==> src/rtl/autosym_pla_eval.sv <==
// First-match cube-table (PLA) evaluator over a GF(2)-transformed operand, one cube per cycle.
// Define AUTOSYM_XFORM_EN to build the programmable transform rows; otherwise z = x.
module autosym_pla_eval #(
  parameter int N_IN   = 10,
  parameter int N_CUBE = 64,
  localparam int CW    = (N_CUBE > 1) ? $clog2(N_CUBE) : 1
) (
  input  logic            clk,
  input  logic            rst,
  input  logic            cfg_we,
  input  logic            cfg_sel,
  input  logic [CW-1:0]   cfg_addr,
  input  logic [N_IN-1:0] cfg_mask,
  input  logic [N_IN-1:0] cfg_val,
  input  logic            cfg_en,
  input  logic            in_valid,
  output logic            in_ready,
  input  logic [N_IN-1:0] x,
  output logic            out_valid,
  input  logic            out_ready,
  output logic            y0,
  output logic [CW-1:0]   hit_idx
);

  typedef enum logic [1:0] {S_IDLE, S_XFORM, S_SCAN, S_HOLD} state_t;

  localparam logic [CW-1:0] LAST_K = CW'(N_CUBE - 1);

  state_t            r_state;
  logic [N_IN-1:0]   r_x;
  logic [N_IN-1:0]   r_z;
  logic [CW-1:0]     r_k;
  logic              r_out_valid;
  logic              r_y0;
  logic [CW-1:0]     r_hit_idx;

  logic [N_IN-1:0]   r_cube_mask [N_CUBE];
  logic [N_IN-1:0]   r_cube_val  [N_CUBE];
  logic [N_CUBE-1:0] r_cube_en;

  logic              w_cfg_ok;
  logic              w_cube_we;
  logic [N_IN-1:0]   w_z;
  logic              w_match;

  // Configuration is only honoured while the engine is idle, so a scan never sees a torn table.
  assign w_cfg_ok  = cfg_we && (r_state == S_IDLE);
  assign w_cube_we = w_cfg_ok && !cfg_sel;

  assign in_ready  = (r_state == S_IDLE) && !rst;
  assign out_valid = r_out_valid;
  assign y0        = r_y0;
  assign hit_idx   = r_hit_idx;

  always_ff @(posedge clk) begin
    if (rst) begin
      for (int i = 0; i < N_CUBE; i++) begin
        r_cube_mask[i] <= '0;
        r_cube_val[i]  <= '0;
      end
      r_cube_en <= '0;
    end else if (w_cube_we) begin
      r_cube_mask[cfg_addr] <= cfg_mask;
      r_cube_val[cfg_addr]  <= cfg_val;
      r_cube_en[cfg_addr]   <= cfg_en;
    end
  end

`ifdef AUTOSYM_XFORM_EN
  localparam int              RW      = (N_IN > 1) ? $clog2(N_IN) : 1;
  localparam logic [N_IN-1:0] ONE_HOT = N_IN'(1);

  logic [N_IN-1:0] r_row [N_IN];
  logic [RW-1:0]   w_row_addr;
  logic            w_row_we;

  // Only the low address bits select a row; indices past the last row are dropped.
  assign w_row_addr = RW'(cfg_addr);
  assign w_row_we   = w_cfg_ok && cfg_sel && ({1'b0, w_row_addr} < (RW + 1)'(N_IN));

  always_ff @(posedge clk) begin
    if (rst) begin
      for (int i = 0; i < N_IN; i++) begin
        r_row[i] <= ONE_HOT << i;
      end
    end else if (w_row_we) begin
      r_row[w_row_addr] <= cfg_mask;
    end
  end

  for (genvar gi = 0; gi < N_IN; gi++) begin : g_xform
    assign w_z[gi] = ^(r_x & r_row[gi]);
  end
`else
  assign w_z = r_x;
`endif

  // A zero care-mask makes an enabled cube a tautology.
  assign w_match = r_cube_en[r_k] && (((r_z ^ r_cube_val[r_k]) & r_cube_mask[r_k]) == '0);

  always_ff @(posedge clk) begin
    if (rst) begin
      r_state     <= S_IDLE;
      r_x         <= '0;
      r_z         <= '0;
      r_k         <= '0;
      r_out_valid <= 1'b0;
      r_y0        <= 1'b0;
      r_hit_idx   <= '0;
    end else begin
      case (r_state)
        S_IDLE: begin
          if (in_valid) begin
            r_x     <= x;
            r_state <= S_XFORM;
          end
        end
        S_XFORM: begin
          r_z     <= w_z;
          r_k     <= '0;
          r_state <= S_SCAN;
        end
        S_SCAN: begin
          if (w_match) begin
            r_y0        <= 1'b1;
            r_hit_idx   <= r_k;
            r_out_valid <= 1'b1;
            r_state     <= S_HOLD;
          end else if (r_k == LAST_K) begin
            r_y0        <= 1'b0;
            r_hit_idx   <= '0;
            r_out_valid <= 1'b1;
            r_state     <= S_HOLD;
          end else begin
            r_k <= r_k + 1'b1;
          end
        end
        S_HOLD: begin
          if (out_ready) begin
            r_out_valid <= 1'b0;
            r_state     <= S_IDLE;
          end
        end
        default: r_state <= S_IDLE;
      endcase
    end
  end

endmodule
==> config.mk <==
export PLATFORM = sky130hd
export DESIGN_NAME = autosym_pla_eval
export DESIGN_NICKNAME = d
export VERILOG_FILES = /design/src/rtl/autosym_pla_eval.sv
export SDC_FILE = /design/constraint.sdc
export NUM_CORES = 2
export LEC_CHECK = 0
export CAP_MARGIN = 20
export CORE_MARGIN = 3
export CORE_UTILIZATION = 25
export CTS_BUF_LIST = sky130_fd_sc_hd__clkbuf_8
export CTS_CLUSTER_SIZE = 24
export DETAILED_ROUTE_END_ITERATION = 8
export MAX_ROUTING_LAYER = met4
export PLACE_DENSITY_LB_ADDON = 0.05
export SYNTH_ARGS = -nofsm -noshare
export SYNTH_HDL_FRONTEND = slang
export SYNTH_SLANG_ARGS = --single-unit
==> constraint.sdc <==
create_clock -name clk -period 4.9 [get_ports clk]
set_clock_uncertainty 0.05 [all_clocks]
set_input_delay 0.49 -clock clk [delete_from_list [all_inputs] [get_ports clk]]
set_output_delay 0.49 -clock clk [all_outputs]
set_load 0.02 [all_outputs]
==> results.toml <==
[clock_tree]
clock_tree_from_tritoncts = "built"
clkTransAtPathRegs_ns = 0.06
tritoncts_num_sinks = 1386
htree_num_levels = 5
root_buffer = "sky130_fd_sc_hd__clkbuf_8"
tritoncts.num_buffers = 288
clk_lat_worst_skew_ns = 1.01
max-clock-path-buffers = 4

[global_route]
first_global_vias = 38600
grt_overflow = 0
grt_start_max_net_pins = 67
antenna_violations_before_repair = 35
wire_length_of_the_first_global_routing_pass_microns = 368000
use_met2_pct = 32.8
groute.layer.met3.usage_pct = 2.78
grt.busiest_layer = "met2"
met1_usage_pct = 30.7
grt_util_all_layers_pct = 21.5

[floorplan]
floorplan.initialDensity_pct = 25.2
io-pin-count = 52
fp.dieArea_sq_um = 260000
die_outline_width_microns = 509
design.core.area_sq_um = 252000
die_height_microns = 509
floorplan.rows = 184

[synthesis]
synth-simple-area-share_pct = 15.6
synth_commonest_cells = "1290 x sky130_fd_sc_hd__and2_1, 1280 x sky130_fd_sc_hd__edfxtp_1, 319 x sky130_fd_sc_hd__clkbuf_1, 296 x sky130_fd_sc_hd__mux4_2, 149 x sky130_fd_sc_hd__mux2i_1"
synth_async_sr_flop_share_pct = 0
synth-seq-cells = 1386
yosysTopAreaCell = "sky130_fd_sc_hd__edfxtp_1"
netlist_instances = 4390
synth.mux.area_fraction_pct = 13.1
synth.top_cell.area_share_pct = 60.7
most_common_cell_in_the_netlist = "sky130_fd_sc_hd__and2_1"
synth_edf_count = 1280
yosys_most_used_dff = "sky130_fd_sc_hd__edfxtp_1"
avgSynthCellArea_sq_um = 14.4
seq_area_frac_synth_pct = 64.0
synth_compound_area_share_pct = 3.67
netlist_top_cells_area = "sky130_fd_sc_hd__edfxtp_1 61%, sky130_fd_sc_hd__and2_1 13%, sky130_fd_sc_hd__mux4_2 11%"
synth.net_count = 4439
synth_area_sq_um = 63400
synth_top_family_by_area = "simple AND/OR/NAND/NOR gates"
synthXorXnorAreaFrac_pct = 0.221
synth_fa_ha_area_share_pct = 0.118
yosysWarningCount = 0
yosysUniqueCellTypes = 70

[sta]
final_hold_viol_count = 0
fin_crit_ns = 4.68
hold-worst-slack_ns = 0.102
totalNegativeSetupSlack_ns = 0
timing_worst_slew_pin_value_ns = 1.08
period_share_pct = 95.5
maximum_clock_rate_mhz = 214
setup_viol = 0
timing_max_transition_violations_final = 0
rsz0062_at_grt = "false"
slew_headroom_pct = 27.8

[pwr]
switching_power_w = 0.00784
share_comb_of_total_power_pct = 12.6
power_per_standard_cell_area_nw_per_um2 = 380
power.switching_fraction_pct = 27.9
worst_ir_drop_vdd_uv = 269
power.internal_w = 0.0203
seqPwrFrac_pct = 48.0
total_power_w = 0.0282
power.clock.fraction_pct = 39.4
p_leak_nw = 26.4

[routing]
vias = 37900
detailedRoute.firstIterationViolations = 3594
residual_antenna_violating_net_count_after_detailed_routing = 0
wirelength_microns = 274000
route.detailed.vias_per_inst = 4.65
drt-pass1-iter-count = 7
wl_per_cell_microns = 33.6
drcViolationCount = 0

[placement]
place.gp.congestion = 0.867
place.detailed.hpwl_microns = 172000
port-buffer-count = 51

[cells_and_area]
final_nets = 4654
syn_to_final_growth_pct = 17.0
drive_above_1_share_pct = 21.1

[flow_run]
max_cap_viol_count = 0

[hold_path]
worst_hold_path_type = "input port to register"

[critical_path]
critPathLaunchType = "register"
critical_path.max_fanout = 49
worst_ep_arrival_time_ns = 5.51
path_class = "register to register"
crit_path_end_kind = "register"
timing.critical_path.required_ns = 5.73

[status]
run_status = "completed"
## stage by stage
stage,setup WS (ns),cell area (sq um),std cells,utilization (%)
2_1_floorplan,1.38,63400,4390,-
3_3_place_gp,-0.179,68900,7641,27.4
3_5_place_dp,-0.231,69000,7646,27.4
4_1_cts,0.0358,74100,8133,29.4
5_1_grt,0.0628,74100,8136,29.4
6_report,0.221,74100,8158,29.5
## cell usage in the layout (no fill, tap or decap), drive strengths merged, types with 12 or more instances in the layout
master         Yosys  layout
and2            1291    1291
a21oi             29      29
dfxtp            106     106
mux4             296     296
mux2i            149     149
mux2              12      12
clkdlybuf4s50      0      29
clkbuf           320     307
nand3             30      30
nand2            146     146
edfxtp          1280    1280
a22oi             63      63
dlygate4sd3        0      17
nor2b             15      15
nor2             101     101
buf              107     306
diode              0      25
nor3              13      13
clkinv             1      51
nand4             14      14
a21o              65      65
o22ai             32      32
o21ai             81      81
nand2b            17      17
inv               76     183
## sequential cells by signal, summed over array words and instances, names as in the netlist, named ones only
signal and cells:
r_state 2, r_z 10, r_k 6, out_valid 1, y0 1, r_cube_val 640, r_cube_mask 640, r_cube_en 64
hit_idx 6, r_x 10
## worst max-delay path, cell delays in order (launching register included)
cell	delay (ns)
sky130_fd_sc_hd__dfxtp_4	0.58
sky130_fd_sc_hd__buf_12	0.41
sky130_fd_sc_hd__mux4_2	0.62
sky130_fd_sc_hd__mux4_2	0.50
sky130_fd_sc_hd__a221o_1	0.37
sky130_fd_sc_hd__a222oi_1	0.43
sky130_fd_sc_hd__o21ai_1	0.20
sky130_fd_sc_hd__nor3_4	0.35
sky130_fd_sc_hd__buf_4	0.21
sky130_fd_sc_hd__o2111a_1	0.25
sky130_fd_sc_hd__nor2_1	0.10
sky130_fd_sc_hd__a311oi_1	0.39
## routing by layer
layer  part of all wire, %  up-vias  routed length (microns)
met1                    48    20200                   133000
li1                      -    16400                        -
met3                   4.2      301                    11500
met5                     0        -                        0
met4                   1.8        0                     5010
met2                    46     1061                   125000
## cells by family after synthesis
family,after synthesis
compound gates,339
xor+xnor,16
fa+ha+maj,6
buf+inv,504
flops,1386
mux,457
simple gates,1682
## power by group through the flow
stage | registers (W) | clock network, W | logic [W]
6_report | 0.0135 | 0.0111 | 0.00354
3_3_place_gp | 0.0138 | 0 | 0.00361
5_1_grt | 0.0136 | 0.0120 | 0.00372
2_1_floorplan | 0.0136 | 0 | 0.00197
4_1_cts | 0.0135 | 0.0115 | 0.00363
3_5_place_dp | 0.0138 | 0 | 0.00361
## repair_timing
action                                  CTS  global route
hold buffers                             17             0
gates resized for setup                   2             1
hold endpoints to repair                 77             0
cloned                                    0             0
setup buffers                             0             0
endpoints found under the setup margin   22             9
## path summary, 6_finish.rpt
path / endpoint / startpoint / depth (start not counted) / slack (ns)
worst max-delay path: register / register / 11 / 0.22
worst min-delay path: r_cube_mask[30][7] / cfg_mask[7] / 2 / 0.10
worst max register to register: register / register / 11 / 0.22
worst min register to register: r_x[2] / r_x[2] / 2 / 0.42
## layout make-up
| cell class | count | area [sq um] |
|---|---|---|
| sequential | 1386 | 40600 |
| inverter | 77 | 289 |
| antenna | 25 | 62.6 |
| multi-input combinational | 2500 | 20900 |
| tap | 3348 | 4190 |
| clock buffer | 307 | 4230 |
| fill | 25100 | 177000 |
| timing repair buffer | 352 | 3190 |
| clock inverter | 163 | 674 |
No activity file was read; power rests on OpenSTA's default activity.
